`config.mk`:
```
export PLATFORM = sky130hd
export DESIGN_NAME = uart_16450
export DESIGN_NICKNAME = d
export VERILOG_FILES = /design/src/rtl/uart_16450.sv
export SDC_FILE = /design/constraint.sdc
export NUM_CORES = 1
export LEC_CHECK = 0
export CAP_MARGIN = 20
export CORE_MARGIN = 5
export CORE_UTILIZATION = 54
export DETAILED_ROUTE_END_ITERATION = 6
export PLACE_DENSITY = 0.84
export SLEW_MARGIN = 20
export SYNTH_ARGS = -nofsm -noshare
export SYNTH_HDL_FRONTEND = slang
export SYNTH_SLANG_ARGS = --single-unit
```
`constraint.sdc`:
```
create_clock -name clk -period 3.1 [get_ports clk]
set_clock_uncertainty 0.2 [all_clocks]
set_input_delay 0.775 -clock clk [delete_from_list [all_inputs] [get_ports clk]]
set_output_delay 0.775 -clock clk [all_outputs]
set_load 0.01 [all_outputs]
```
`src/rtl/uart_16450.sv`:
```
// uart_16450 - 16450-style UART with a fixed 8N1 frame.
//
// State table (TX and RX share the same encoding style)
//   state | meaning
//   IDLE  | TX: line high, waiting for THRE=0 / RX: waiting for rxd low
//   START | TX: driving start bit / RX: start bit, glitch check at tick 8
//   DATA  | 8 data bits, LSB first
//   STOP  | TX: driving stop bit / RX: waiting for mid-stop sample
//
// Ports
//   clk        sole clock, rising edge
//   reset      synchronous active-high reset
//   UARTaddr   register select (0 RBR/THR/DLL, 1 IER/DLM, 2 IIR, 3 LCR,
//              5 LSR, 7 SCR)
//   UARTwrite  write data
//   UARTread   combinational read data
//   UARTce     chip enable qualifying UARTwe / UARTre
//   UARTwe     write strobe
//   UARTre     read strobe (side effects at the clock edge)
//   rxd        asynchronous serial input, idle high
//   txd        serial output, idle high
//   irq        level interrupt, active high
module uart_16450 #(
  parameter logic [15:0] DEFAULT_DIV = 16'd27
) (
  input  logic       clk,
  input  logic       reset,
  input  logic [2:0] UARTaddr,
  input  logic [7:0] UARTwrite,
  output logic [7:0] UARTread,
  input  logic       UARTce,
  input  logic       UARTwe,
  input  logic       UARTre,
  input  logic       rxd,
  output logic       txd,
  output logic       irq
);

  typedef enum logic [1:0] {ST_IDLE, ST_START, ST_DATA, ST_STOP} state_t;

  logic [7:0]  r_dll, r_dlm, r_lcr, r_scr, r_rbr, r_thr;
  logic [1:0]  r_ier;
  logic        r_thre, r_dr, r_oe, r_fe;
  logic [15:0] r_presc;
  logic        r_rx_s1, r_rx_s2;

  state_t      r_tx_state, w_tx_next;
  logic [3:0]  r_tx_tcnt;
  logic [2:0]  r_tx_bcnt;
  logic [7:0]  r_tx_shift;
  logic        w_tx_load;

  state_t      r_rx_state, w_rx_next;
  logic [3:0]  r_rx_tcnt;
  logic [2:0]  r_rx_bcnt;
  logic [7:0]  r_rx_shift;
  logic        w_rx_done;

  logic        w_dlab, w_wr, w_rd;
  logic        w_wr_thr, w_wr_dll, w_wr_ier, w_wr_dlm, w_wr_lcr, w_wr_scr;
  logic        w_rd_rbr, w_rd_lsr;
  logic [15:0] w_div;
  logic        w_tick, w_tx_bit_end, w_rx_mid_start, w_rx_sample, w_temt;
  logic [7:0]  w_lsr, w_iir;

  assign w_dlab   = r_lcr[7];
  assign w_wr     = UARTce & UARTwe;
  assign w_rd     = UARTce & UARTre;
  assign w_wr_thr = w_wr & (UARTaddr == 3'd0) & ~w_dlab;
  assign w_wr_dll = w_wr & (UARTaddr == 3'd0) &  w_dlab;
  assign w_wr_ier = w_wr & (UARTaddr == 3'd1) & ~w_dlab;
  assign w_wr_dlm = w_wr & (UARTaddr == 3'd1) &  w_dlab;
  assign w_wr_lcr = w_wr & (UARTaddr == 3'd3);
  assign w_wr_scr = w_wr & (UARTaddr == 3'd7);
  assign w_rd_rbr = w_rd & (UARTaddr == 3'd0) & ~w_dlab;
  assign w_rd_lsr = w_rd & (UARTaddr == 3'd5);

  // Divisor 0 is treated as 1. The prescaler is a down-counter whose
  // terminal count (zero) is the 16x tick.
  assign w_div  = ({r_dlm, r_dll} == 16'd0) ? 16'd1 : {r_dlm, r_dll};
  assign w_tick = (r_presc == 16'd0);

  always_ff @(posedge clk) begin
    if (reset || w_wr_dll || w_wr_dlm) r_presc <= 16'd0;
    else if (w_tick)                   r_presc <= w_div - 16'd1;
    else                               r_presc <= r_presc - 16'd1;
  end

  always_ff @(posedge clk) begin
    if (reset) begin
      r_dll <= DEFAULT_DIV[7:0];
      r_dlm <= DEFAULT_DIV[15:8];
      r_lcr <= 8'h03;
      r_ier <= 2'b00;
      r_scr <= 8'h00;
    end else begin
      if (w_wr_dll) r_dll <= UARTwrite;
      if (w_wr_dlm) r_dlm <= UARTwrite;
      if (w_wr_lcr) r_lcr <= UARTwrite;
      if (w_wr_ier) r_ier <= UARTwrite[1:0];
      if (w_wr_scr) r_scr <= UARTwrite;
    end
  end

  // A THR write in the same cycle as a transfer wins, so that byte is kept.
  always_ff @(posedge clk) begin
    if (reset) begin
      r_thr  <= 8'h00;
      r_thre <= 1'b1;
    end else begin
      if (w_tx_load) r_thre <= 1'b1;
      if (w_wr_thr) begin
        r_thr  <= UARTwrite;
        r_thre <= 1'b0;
      end
    end
  end

  // ---------------- transmitter ----------------
  assign w_tx_bit_end = w_tick & (r_tx_tcnt == 4'd15);

  always_ff @(posedge clk) begin
    if (reset) r_tx_state <= ST_IDLE;
    else       r_tx_state <= w_tx_next;
  end

  always_comb begin
    w_tx_next = r_tx_state;
    w_tx_load = 1'b0;
    case (r_tx_state)
      ST_IDLE:  if (!r_thre) begin
                  w_tx_next = ST_START;
                  w_tx_load = 1'b1;
                end
      ST_START: if (w_tx_bit_end) w_tx_next = ST_DATA;
      ST_DATA:  if (w_tx_bit_end && r_tx_bcnt == 3'd7) w_tx_next = ST_STOP;
      ST_STOP:  if (w_tx_bit_end) begin
                  // Back-to-back frame when THR was reloaded during this one.
                  if (!r_thre) begin
                    w_tx_next = ST_START;
                    w_tx_load = 1'b1;
                  end else begin
                    w_tx_next = ST_IDLE;
                  end
                end
      default:  w_tx_next = ST_IDLE;
    endcase
  end

  always_ff @(posedge clk) begin
    if (reset) begin
      r_tx_tcnt  <= 4'd0;
      r_tx_bcnt  <= 3'd0;
      r_tx_shift <= 8'h00;
    end else if (w_tx_load) begin
      r_tx_tcnt  <= 4'd0;
      r_tx_bcnt  <= 3'd0;
      r_tx_shift <= r_thr;
    end else if (r_tx_state != ST_IDLE && w_tick) begin
      r_tx_tcnt <= r_tx_tcnt + 4'd1;
      if (w_tx_bit_end && r_tx_state == ST_DATA) begin
        r_tx_shift <= {1'b0, r_tx_shift[7:1]};
        r_tx_bcnt  <= r_tx_bcnt + 3'd1;
      end
    end
  end

  assign txd = (r_tx_state == ST_START) ? 1'b0 :
               (r_tx_state == ST_DATA)  ? r_tx_shift[0] : 1'b1;

  // ---------------- receiver ----------------
  always_ff @(posedge clk) begin
    if (reset) begin
      r_rx_s1 <= 1'b1;
      r_rx_s2 <= 1'b1;
    end else begin
      r_rx_s1 <= rxd;
      r_rx_s2 <= r_rx_s1;
    end
  end

  assign w_rx_mid_start = w_tick & (r_rx_tcnt == 4'd7);
  assign w_rx_sample    = w_tick & (r_rx_tcnt == 4'd15);

  always_ff @(posedge clk) begin
    if (reset) r_rx_state <= ST_IDLE;
    else       r_rx_state <= w_rx_next;
  end

  always_comb begin
    w_rx_next = r_rx_state;
    w_rx_done = 1'b0;
    case (r_rx_state)
      ST_IDLE:  if (!r_rx_s2) w_rx_next = ST_START;
      ST_START: if (w_rx_mid_start) w_rx_next = r_rx_s2 ? ST_IDLE : ST_DATA;
      ST_DATA:  if (w_rx_sample && r_rx_bcnt == 3'd7) w_rx_next = ST_STOP;
      ST_STOP:  if (w_rx_sample) begin
                  w_rx_next = ST_IDLE;
                  w_rx_done = 1'b1;
                end
      default:  w_rx_next = ST_IDLE;
    endcase
  end

  // Restarting the tick count at mid-start puts every later sample mid-bit.
  always_ff @(posedge clk) begin
    if (reset) begin
      r_rx_tcnt  <= 4'd0;
      r_rx_bcnt  <= 3'd0;
      r_rx_shift <= 8'h00;
    end else if (r_rx_state == ST_IDLE) begin
      r_rx_tcnt <= 4'd0;
      r_rx_bcnt <= 3'd0;
    end else if (w_tick) begin
      if (r_rx_state == ST_START && r_rx_tcnt == 4'd7) r_rx_tcnt <= 4'd0;
      else                                             r_rx_tcnt <= r_rx_tcnt + 4'd1;
      if (r_rx_state == ST_DATA && w_rx_sample) begin
        r_rx_shift <= {r_rx_s2, r_rx_shift[7:1]};
        r_rx_bcnt  <= r_rx_bcnt + 3'd1;
      end
    end
  end

  // Later assignments win: a completing byte keeps DR set through an RBR read.
  always_ff @(posedge clk) begin
    if (reset) begin
      r_rbr <= 8'h00;
      r_dr  <= 1'b0;
      r_oe  <= 1'b0;
      r_fe  <= 1'b0;
    end else begin
      if (w_rd_rbr) r_dr <= 1'b0;
      if (w_rd_lsr) begin
        r_oe <= 1'b0;
        r_fe <= 1'b0;
      end
      if (w_rx_done) begin
        r_rbr <= r_rx_shift;
        r_dr  <= 1'b1;
        if (!r_rx_s2)          r_fe <= 1'b1;
        if (r_dr && !w_rd_rbr) r_oe <= 1'b1;
      end
    end
  end

  // ---------------- status / read path ----------------
  assign w_temt = r_thre & (r_tx_state == ST_IDLE);
  assign w_lsr  = {1'b0, w_temt, r_thre, 1'b0, r_fe, 1'b0, r_oe, r_dr};
  assign w_iir  = (r_ier[0] & r_dr)   ? 8'h04 :
                  (r_ier[1] & r_thre) ? 8'h02 : 8'h01;
  assign irq    = (r_ier[0] & r_dr) | (r_ier[1] & r_thre);

  always_comb begin
    UARTread = 8'h00;
    case (UARTaddr)
      3'd0:    UARTread = w_dlab ? r_dll : r_rbr;
      3'd1:    UARTread = w_dlab ? r_dlm : {6'b0, r_ier};
      3'd2:    UARTread = w_iir;
      3'd3:    UARTread = r_lcr;
      3'd5:    UARTread = w_lsr;
      3'd7:    UARTread = r_scr;
      default: UARTread = 8'h00;
    endcase
  end

endmodule

```
==> results of run 1 <==
[layout by cell type (no fill, tap or decap), types with 4 or more instances in the layout]
cell             count
a211o_1              4
a211oi_1             4
a211oi_2             7
a21oi_1             25
a221o_1              5
a22o_1               4
a31oi_1              4
a41oi_1              5
buf_2                5
buf_4               66
clkbuf_8             9
clkdlybuf4s50_1     14
dfxtp_1             99
dfxtp_4              4
ha_1                11
inv_1                8
mux2i_1             68
nand2_1             50
nand3_1              8
nand4_1              5
nor2_1              94
nor2_2               5
nor2b_1              9
nor3_1              16
nor4_1               5
o211ai_1             6
o21ai_0             12
o31ai_1              5
or2_2                4
xnor2_1              9
xor2_1               4
[sequential cells by signal, indices dropped and copies added (netlist names), 3 cells and up, named ones only]
register	flops
r_rx_shift	8
r_presc	16
r_dlm	8
r_tx_bcnt	3
r_tx_shift	8
r_rx_tcnt	4
r_scr	8
r_thr	8
r_dll	8
r_rx_bcnt	3
r_rbr	8
r_lcr	8
r_tx_tcnt	4
[where the power goes]
part	total (uW)	leakage (uW)	internal, uW	switching, uW
Combinational	1520	0.00143	715	804
Clock	802	0.0000939	300	501
Sequential	1580	0.000862	1480	106
[final cells by class]
class	instances	area (sq um)
clock buffer	9	124
clock inverter	7	53.8
fill	695	3090
inverter	9	33.8
multi-input combinational	432	2960
sequential	106	2140
tap	129	161
timing repair buffer	95	766
[logic make-up after synthesis]
family / share of synthesized area [%]
simple gates: 21.8
compound gates: 14.4
fa+ha+maj: 2.89
flops: 40.9
xor+xnor: 2.19
buf+inv: 3.90
mux: 14.0
[repair_timing]
action                     CTS  global route
resized for setup           46            18
cloned                       1             0
setup endpoints to repair    9             6
pin swaps                    2             5
buffers inserted             2             5
[metrics by stage]
step	std cells	util, %	TNS, ns
2_1_floorplan	579	-	0
3_3_place_gp	763	63.6	-4.48
3_5_place_dp	763	63.6	-4.53
4_1_cts	782	66.0	0
5_1_grt	787	66.8	0
6_report	787	66.8	0
[routing by layer]
metal  vias to the layer above  track usage (%)  wire length (um)
met5                         -                0                 0
met4                         0             10.0               431
met3                        38             4.72               693
met2                       163             43.2              6780
met1                      2194             29.5              5740
li1                       2230                -                 -
[how the worst max path moves through the flow]
stage	startpoint	slack, ns	end
3_5_place_dp	UARTaddr[2]	-0.64	UARTread[5]
6_report	r_tx_state[0]	0.08	UARTread[6]
2_1_floorplan	r_presc[11]	0.006	r_presc[8]
3_3_place_gp	UARTaddr[2]	-0.60	UARTread[5]
4_1_cts	r_presc[10]	0.005	r_presc[8]
5_1_grt	r_lcr[7]	0.004	UARTread[1]
==> results.json, run 1 <==
{
  "syn_nets": 608,
  "r2r_end": "r_presc[8]",
  "holdWs_ns": 0.221,
  "finalCritPeriodShare_pct": 97.4,
  "r2r_start": "r_presc[4]",
  "clk_path_buf_depth": 2,
  "path_delay_family": "compound AO/OA/AOI/OAI gates",
  "cp.depth": 6,
  "grt_max_degree": 31,
  "yosys.area.top_type": "dfxtp_1",
  "worstHoldEndpoint": "r_rx_s2",
  "slowest_delay_ns": 0.36,
  "setup_viol": 0,
  "setup_ws_ns": 0.0819,
  "power.total_uw": 3900,
  "worst_setup_path_end_kind": "output port",
  "pre_cts_slack_ns": -0.636,
  "fmax_mhz": 331,
  "hold_path.class": "reg2reg",
  "critPathKind": "reg2out",
  "grt.overflow.total": 0,
  "antenna_found_initial": 0,
  "die_h_um": 108,
  "synth.area.top_cells": "dfxtp_1 41%, mux2i_1 13%, nor2_1 7.0%",
  "cts.clk_slew.worst_paths_ns": 0.11,
  "rsz0062_at_grt": "false",
  "pwr_density_cell_nw_per_um2": 626,
  "final_nets": 682,
  "grt_use_total_pct": 24.6,
  "async_flop_share_pct": 0,
  "die_area_sq_um": 11700,
  "io_buffers": 26,
  "wl_per_cell_um": 17.3,
  "synth.avg_cell_area_sq_um": 8.97,
  "worstPathRequired_ns": 2.12,
  "design_area_sq_um": 6230,
  "via_count": 4625,
  "die_w_um": 108,
  "ios": 27,
  "yosysMostFrequentCell": "dfxtp_1",
  "grt_pass1_wl_mm": 22.9,
  "yosysSeqAreaShare_pct": 40.9,
  "dpl_cell_area_sq_um": 5930,
  "cp-start-kind": "flip-flop",
  "routabilityCongestion": 0.921,
  "worstPathArrival_ns": 2.04,
  "coreArea_sq_um": 9330,
  "yosysWarnings": 0,
  "worstSkewPairLatency_ns": 0.37,
  "synth_ff_type": "dfxtp_1",
  "drive_above_1_share_pct": 22.0,
  "report.final.slew_viol_count": 0,
  "r2r_cells": 10,
  "synth-edff-count": 0,
  "drt_iter0_markers": 294,
  "syn_area_sq_um": 5190,
  "rows": 35,
  "slew_headroom_pct": 64.7,
  "worstHoldStart": "r_rx_s1",
  "max_cap_viol_count": 0,
  "clock_sinks": 106,
  "cp_max_fo": 5,
  "synth_top_area_share_pct": 40.9,
  "flow.area_growth_from_synthesis_pct": 20.0,
  "power.leakage_uw": 0.00238,
  "path_buf_inv": 2,
  "detail-route-antenna-nets": 0,
  "ir_drop_mv": 0.313,
  "status": "complete, no violations",
  "dpl.hpwl_mm": 9.89,
  "dr.pass1.iters": 5,
  "yosys-top-cells-count": "106 x dfxtp_1, 97 x nor2_1, 68 x mux2i_1, 51 x nand2_1, 27 x a21oi_1",
  "period_minus_slack_ns": 3.02,
  "worst_pin_slew_ns": 0.521,
  "crit_chain": "inv_1 > ha_1 > and2_1 > a22o_1 > a221o_1 > buf_2",
  "reg2reg_slack_ns": 0.09,
  "cts_root_buf": "clkbuf_8",
  "htreeDepth": 3,
  "syn_inst": 579,
  "cpMaxStageDelayCell": "dfxtp_2",
  "drc": 0,
  "ys_seq_elements": 106,
  "viasPerCell": 5.88,
  "hold_viol": 0,
  "drt-total-wl_mm": 13.6,
  "cts_hold_buf": 0,
  "synthDistinctLibCells": 68,
  "first_global_vias": 4694,
  "start_util_pct": 55.7,
  "antennaDiodeCount": 0,
  "numCtsBuffers": 9,
  "whs_path_depth": 1,
  "tritoncts": "done"
}
(Power assumes the default switching activity.)
==> inputs of run 2 (changes only) <==
--- a/config.mk
+++ b/config.mk
@@ -5,11 +5,13 @@
 export SDC_FILE = /design/constraint.sdc
 export NUM_CORES = 1
 export LEC_CHECK = 0
+export ABC_AREA = 1
 export CAP_MARGIN = 20
 export CORE_MARGIN = 5
-export CORE_UTILIZATION = 54
+export CORE_UTILIZATION = 56
+export CTS_BUF_LIST = sky130_fd_sc_hd__clkbuf_2
 export DETAILED_ROUTE_END_ITERATION = 6
-export PLACE_DENSITY = 0.84
+export PLACE_DENSITY = 0.74
 export SLEW_MARGIN = 20
 export SYNTH_ARGS = -nofsm -noshare
 export SYNTH_HDL_FRONTEND = slang
==> run 2 against run 1 <==
Against the previous run: global-route usage fell by 1.2 points; routed wire length down 6.5%; synthesized cell count grew 30%; worst hold slack improved by 0.026 ns; setup slack gained 0.0081 ns; synthesized area decreased by 0.96%; sequential power decreased by 4%; first-iteration DRC count rose by 20%.
==> results.json, run 2 <==
{
  "path_delay_family": "buffers and inverters",
  "slew_headroom_pct": 65.6,
  "seq_power_share_pct": 45.6,
  "numCtsBuffers": 9,
  "cts_hold_buf": 0,
  "status": "complete, no violations",
  "layout_commonest_cell": "nand2_1",
  "worstPathArrival_ns": 2.04,
  "yosysSeqAreaShare_pct": 41.3,
  "yosys.area.top_type": "dfxtp_1",
  "syn_inst": 751,
  "cp-start-kind": "primary input",
  "die_area_sq_um": 11200,
  "top_register": "r_presc",
  "tritoncts": "done",
  "cpMaxStageDelayCell": "dlygate4sd2_1",
  "swShare_pct": 40.4,
  "critPathKind": "in2out",
  "synth_ff_type": "dfxtp_1",
  "drive_above_1_share_pct": 10.5,
  "mostFrequentLayoutCells": "156 x nand2_1, 114 x nor2_1, 104 x dfxtp_1",
  "die_w_um": 106,
  "die_h_um": 106,
  "clockPowerShare_pct": 19.3,
  "worstPathRequired_ns": 2.12,
  "htreeDepth": 3,
  "worstSkewPairLatency_ns": 0.61,
  "slowest_delay_ns": 0.26,
  "coreArea_sq_um": 9110,
  "rows": 35,
  "io_buffers": 26,
  "intPower_uw": 1970,
  "synthDistinctLibCells": 40,
  "cp_max_fo": 6,
  "cp_common_cell": "buf_4",
  "wl_per_cell_um": 14.0,
  "synth_top_area_share_pct": 41.3,
  "largest_reg_flops": 16,
  "hold_viol": 0,
  "async_flop_share_pct": 0,
  "finalCritPeriodShare_pct": 97.1,
  "tns_ns": 0,
  "worst_pin_slew_ns": 0.516,
  "final_nets": 826,
  "dpl.hpwl_mm": 9.76,
  "worst_setup_path_end_kind": "output port",
  "antennaDiodeCount": 0,
  "via_count": 4985,
  "period_minus_slack_ns": 3.01,
  "fmax_mhz": 332,
  "synth.avg_cell_area_sq_um": 6.85,
  "power.leakage_uw": 0.00254,
  "yosysMostFrequentCell": "nand2_1",
  "max_cap_viol_count": 0,
  "grt_max_degree": 22,
  "report.final.slew_viol_count": 0,
  "clk_path_buf_depth": 2,
  "viasPerCell": 5.46,
  "path_buf_inv": 5,
  "cts_root_buf": "clkbuf_2",
  "combPwrFrac_pct": 35.1,
  "pwr_density_cell_nw_per_um2": 569,
  "switching_power_uw": 1340,
  "flow.area_growth_from_synthesis_pct": 13.0,
  "synth-edff-count": 0,
  "rsz0062_at_grt": "true",
  "ir_drop_mv": 0.298,
  "syn_nets": 780,
  "grt_use_total_pct": 23.4,
  "synth.area.top_cells": "dfxtp_1 41%, nand2_1 11%, nor2_1 8.5%",
  "hold_path.class": "reg2reg",
  "antenna_found_initial": 0,
  "yosysWarnings": 0,
  "start_util_pct": 56.5,
  "routabilityCongestion": 0.951,
  "ios": 27,
  "crit_chain": "dlygate4sd2_1 > buf_4 > inv_1 > nor3_1 > buf_4 > a22oi_1 > nand4_1 > clkdlybuf4s15_2",
  "setup_viol": 0,
  "detail-route-antenna-nets": 0,
  "drt-total-wl_mm": 12.8,
  "holdWs_ns": 0.247,
  "yosys-top-cells-count": "156 x nand2_1, 116 x nor2_1, 106 x dfxtp_1, 86 x inv_1, 67 x a21oi_1",
  "ys_seq_elements": 106,
  "dr.pass1.iters": 5,
  "drc": 0,
  "cts.clk_slew.worst_paths_ns": 0.27,
  "grt_pass1_wl_mm": 21.4,
  "drt_iter0_markers": 353,
  "first_global_vias": 4656,
  "grt.overflow.total": 0,
  "clock_sinks": 106,
  "syn_area_sq_um": 5140
}
## run 2: cell types whose count changed in the layout (fill, tap and decap cells not counted), moves of 20 or more
cell / before / now
nand2_1: 50 / 156
inv_1: 8 / 83
mux2i_1: 68 / 0
o21ai_0: 12 / 65
a21oi_1: 25 / 67
nand3_1: 8 / 49
buf_4: 66 / 30
nor2_1: 94 / 114
## run 2: worst paths after layout
path	start	to	slack (ns)	cells after the start
worst max-delay path	UARTaddr[2]	UARTread[0]	0.09	8
worst min-delay path	r_rx_s1	r_rx_s2	0.25	1
worst max register to register	r_presc[9]	r_presc[12]	0.39	12
worst min register to register	r_rx_s1	r_rx_s2	0.25	1
## run 2: layout make-up
cell class / count / area, sq um
clock buffers: 9 / 45.0
clock inverters: 7 / 72.6
fillers: 868 / 3300
inverters: 90 / 344
multi-input cells: 533 / 2610
flip-flops and latches: 106 / 2120
well taps: 111 / 139
repair buffers: 57 / 477
## run 2: metal layers
| metal | GRT usage (%) | wire length, um |
|---|---|---|
| met1 | 30.2 | 5690 |
| met2 | 40.3 | 6200 |
| met3 | 3.18 | 618 |
| met4 | 7.77 | 246 |
| met5 | 0 | 0 |
## run 2: what timing repair did
action,4_1_cts,5_1_grt
setup buffers,2,3
setup endpoints to repair,9,7
gates resized for setup,38,7
pin swaps,3,3
## run 2: cells by family after synthesis
| family | synth area share [%] |
|---|---|
| AOI/OAI and AO/OA | 17.3 |
| xor gates and xnor gates | 0.511 |
| adders and majority gates | 2.92 |
| buffers and inverters | 8.56 |
| DFF | 41.3 |
| and+or+nand+nor | 29.4 |
## run 2: power groups by stage
stage                     Combinational (uW)  Sequential, uW  Clock [uW]
after floorplan                          867            1510           0
after global placement                  1110            1520           0
after detailed placement                1140            1530           0
after CTS                               1150            1510         654
after global routing                    1330            1520         716
final                                   1160            1510         637
## run 2: stage by stage
step / cells / utilization (%) / area, sq um / setup WS, ns / total power [uW]
2_1_floorplan: 751 / - / 5140 / 0.406 / 2380
3_3_place_gp: 892 / 61.9 / 5640 / -0.514 / 2630
3_5_place_dp: 892 / 61.9 / 5640 / -0.596 / 2670
4_1_cts: 910 / 63.2 / 5760 / 0.00913 / 3310
5_1_grt: 913 / 63.8 / 5810 / -0.0180 / 3560
6_report: 913 / 63.8 / 5810 / 0.0900 / 3310
==> edit: new RTL, settings of run 1 <==
Reset style: asynchronous (`reset`), changed in 8 clocked blocks. Comments in the files are not updated.
--- a/src/rtl/uart_16450.sv
+++ b/src/rtl/uart_16450.sv
@@ -86,7 +86,7 @@
     else                               r_presc <= r_presc - 16'd1;
   end
 
-  always_ff @(posedge clk) begin
+  always_ff @(posedge clk or posedge reset) begin
     if (reset) begin
       r_dll <= DEFAULT_DIV[7:0];
       r_dlm <= DEFAULT_DIV[15:8];
@@ -103,7 +103,7 @@
   end
 
   // A THR write in the same cycle as a transfer wins, so that byte is kept.
-  always_ff @(posedge clk) begin
+  always_ff @(posedge clk or posedge reset) begin
     if (reset) begin
       r_thr  <= 8'h00;
       r_thre <= 1'b1;
@@ -119,7 +119,7 @@
   // ---------------- transmitter ----------------
   assign w_tx_bit_end = w_tick & (r_tx_tcnt == 4'd15);
 
-  always_ff @(posedge clk) begin
+  always_ff @(posedge clk or posedge reset) begin
     if (reset) r_tx_state <= ST_IDLE;
     else       r_tx_state <= w_tx_next;
   end
@@ -147,7 +147,7 @@
     endcase
   end
 
-  always_ff @(posedge clk) begin
+  always_ff @(posedge clk or posedge reset) begin
     if (reset) begin
       r_tx_tcnt  <= 4'd0;
       r_tx_bcnt  <= 3'd0;
@@ -169,7 +169,7 @@
                (r_tx_state == ST_DATA)  ? r_tx_shift[0] : 1'b1;
 
   // ---------------- receiver ----------------
-  always_ff @(posedge clk) begin
+  always_ff @(posedge clk or posedge reset) begin
     if (reset) begin
       r_rx_s1 <= 1'b1;
       r_rx_s2 <= 1'b1;
@@ -182,7 +182,7 @@
   assign w_rx_mid_start = w_tick & (r_rx_tcnt == 4'd7);
   assign w_rx_sample    = w_tick & (r_rx_tcnt == 4'd15);
 
-  always_ff @(posedge clk) begin
+  always_ff @(posedge clk or posedge reset) begin
     if (reset) r_rx_state <= ST_IDLE;
     else       r_rx_state <= w_rx_next;
   end
@@ -203,7 +203,7 @@
   end
 
   // Restarting the tick count at mid-start puts every later sample mid-bit.
-  always_ff @(posedge clk) begin
+  always_ff @(posedge clk or posedge reset) begin
     if (reset) begin
       r_rx_tcnt  <= 4'd0;
       r_rx_bcnt  <= 3'd0;
@@ -222,7 +222,7 @@
   end
 
   // Later assignments win: a completing byte keeps DR set through an RBR read.
-  always_ff @(posedge clk) begin
+  always_ff @(posedge clk or posedge reset) begin
     if (reset) begin
       r_rbr <= 8'h00;
       r_dr  <= 1'b0;
Behaviour: differs if reset is asserted again (counterexample within 4 cycles, from zero or initial values and one cycle with reset high); with reset held inactive, the same outputs for 10 cycles.
==> edit against run 1 <==
Sequential share of layout area rose by 5.4 points; synthesized area is 6.1% higher; cell count down 7.9%; wire length up 2.8%; design area grew 4.4%; sequential cell count stayed put; first-iteration DRC count grew 58%; power is 38% higher; global-route usage shrank 1.7 points; hold slack got worse by 0.049 ns; worst setup slack worse by 0.042 ns; combinational power grew 64%; critical path type is now in -> out.
==> edit: results (changes against run 1) <==
Logic synthesis
Ranked by instance count, the synthesized netlist is headed by sky130_fd_sc_hd__dfrtp_1 (81), sky130_fd_sc_hd__mux2_2 (52), sky130_fd_sc_hd__nand2_1 (42). Sorting the synthesized cells by area gives the leading types as sky130_fd_sc_hd__dfrtp_1 (37%), sky130_fd_sc_hd__mux2_2 (11%), sky130_fd_sc_hd__dfxtp_1 (5.8%). The mean cell area of the mapped netlist is 10.5 sq um (+17%). The count of unique library cells instantiated by Yosys is 65 (-4.4%).

Place
The routability congestion estimate from global placement is 0.973 (+5.6%). The placed wire-length estimate is 10.1 mm (+1.7%).

Setup path
The largest incremental delay on the critical path was 0.44 ns (+0.08 ns). The highest net fanout along the worst path is 8 (+3). The gate family responsible for the most delay along the worst path is buffers and inverters. The number of cell instances on the worst register-to-register path is 11 (+1). The data arrival time at the worst-slack endpoint is 2.09 ns (+0.05 ns).

Final layout
The number of nets at the end of the flow is 616 (-9.7%). The fraction of final layout cells with drive strength greater than 1 is 0.277 (+0.0567).

Timing
The transition time of the tightest slew-check pin is 0.601 ns (+0.0794 ns).

Pwr
The maximum vdd ir drop was 368 uV (+17%). The leakage power summed over all cells is 0.00294 uW (+23%). The share of total power consumed by net switching is 0.401 (+0.0392).

Hold path
The hold path startpoint is r_rx_s1. The path with the worst hold slack has its endpoint at r_rx_s2.

Outcome
The flow ran to the end, and the final reports show no timing, DRC or antenna violations.

Drt
The violation count after the first detailed-routing iteration was 464 (+58%). The post-detailed-route via-to-cell ratio was 6.35 (+8.0%).

Global routing
The number of global-route vias before repair is 4,510 (-3.9%). The maximum number of pins on one net before global-route repair is 56 (+81%). The wire length of the first global-routing pass came to 23.1 mm (+0.51%).
[edit: cell types whose count changed after synthesis, sizes merged, moves of 25 or more]
cell,delta
dfxtp,-90
dfrtp,+81
nor2,-66
mux2,+60
mux2i,-49
o21ai,+25
[edit: area by class of cell]
type                       count  area share
clock buffer                  10      0.0196
multi-input combinational    384       0.442
inverter                       8     0.00519
tap                          133      0.0256
sequential                   106       0.397
timing repair buffer          78      0.0990
clock inverter                 6      0.0115
[edit: worst max path at each step]
| stage | from | to | slack, ns | cells past startpoint |
|---|---|---|---|---|
| 2_1_floorplan | r_presc[1] | r_presc[6] | 0.11 | 12 |
| 3_3_place_gp | UARTaddr[0] | UARTread[6] | -0.57 | 5 |
| 3_5_place_dp | UARTaddr[0] | UARTread[4] | -0.62 | 4 |
| 4_1_cts | UARTaddr[1] | UARTread[5] | 0.02 | 6 |
| 5_1_grt | r_presc[9] | r_presc[10] | -0.02 | 12 |
| 6_report | UARTaddr[1] | UARTread[4] | 0.04 | 4 |
[edit: cell families after synthesis]
family,synth area share
AND/OR/NAND/NOR,0.163
AO/OA/AOI/OAI,0.140
flip-flops,0.469
multiplexers,0.165
buffers and inverters,0.0247
adder cells (fa/ha/maj),0.0272
XOR/XNOR,0.0111
[edit: layer usage]
metal  up-vias  track usage  share of wire
met4         0       0.0876          0.032
met5         -            0              0
li1       2079            -              -
met3        53       0.0371          0.076
met1      2232        0.305           0.41
met2       239        0.379           0.48
[edit: what timing repair did]
action / CTS / global route
endpoints found under the setup margin: 9 / 9
pin swaps: 0 / 2
gates resized for setup: 31 / 17
[edit: power by group through the flow]
stage	sequential [uW]	combinational, uW	clock, uW
after floorplan	1960	1590	0
after global placement	1990	2270	0
after detailed placement	2010	2360	0
after CTS	1990	2380	902
after global routing	2050	2710	964
final	2010	2500	897
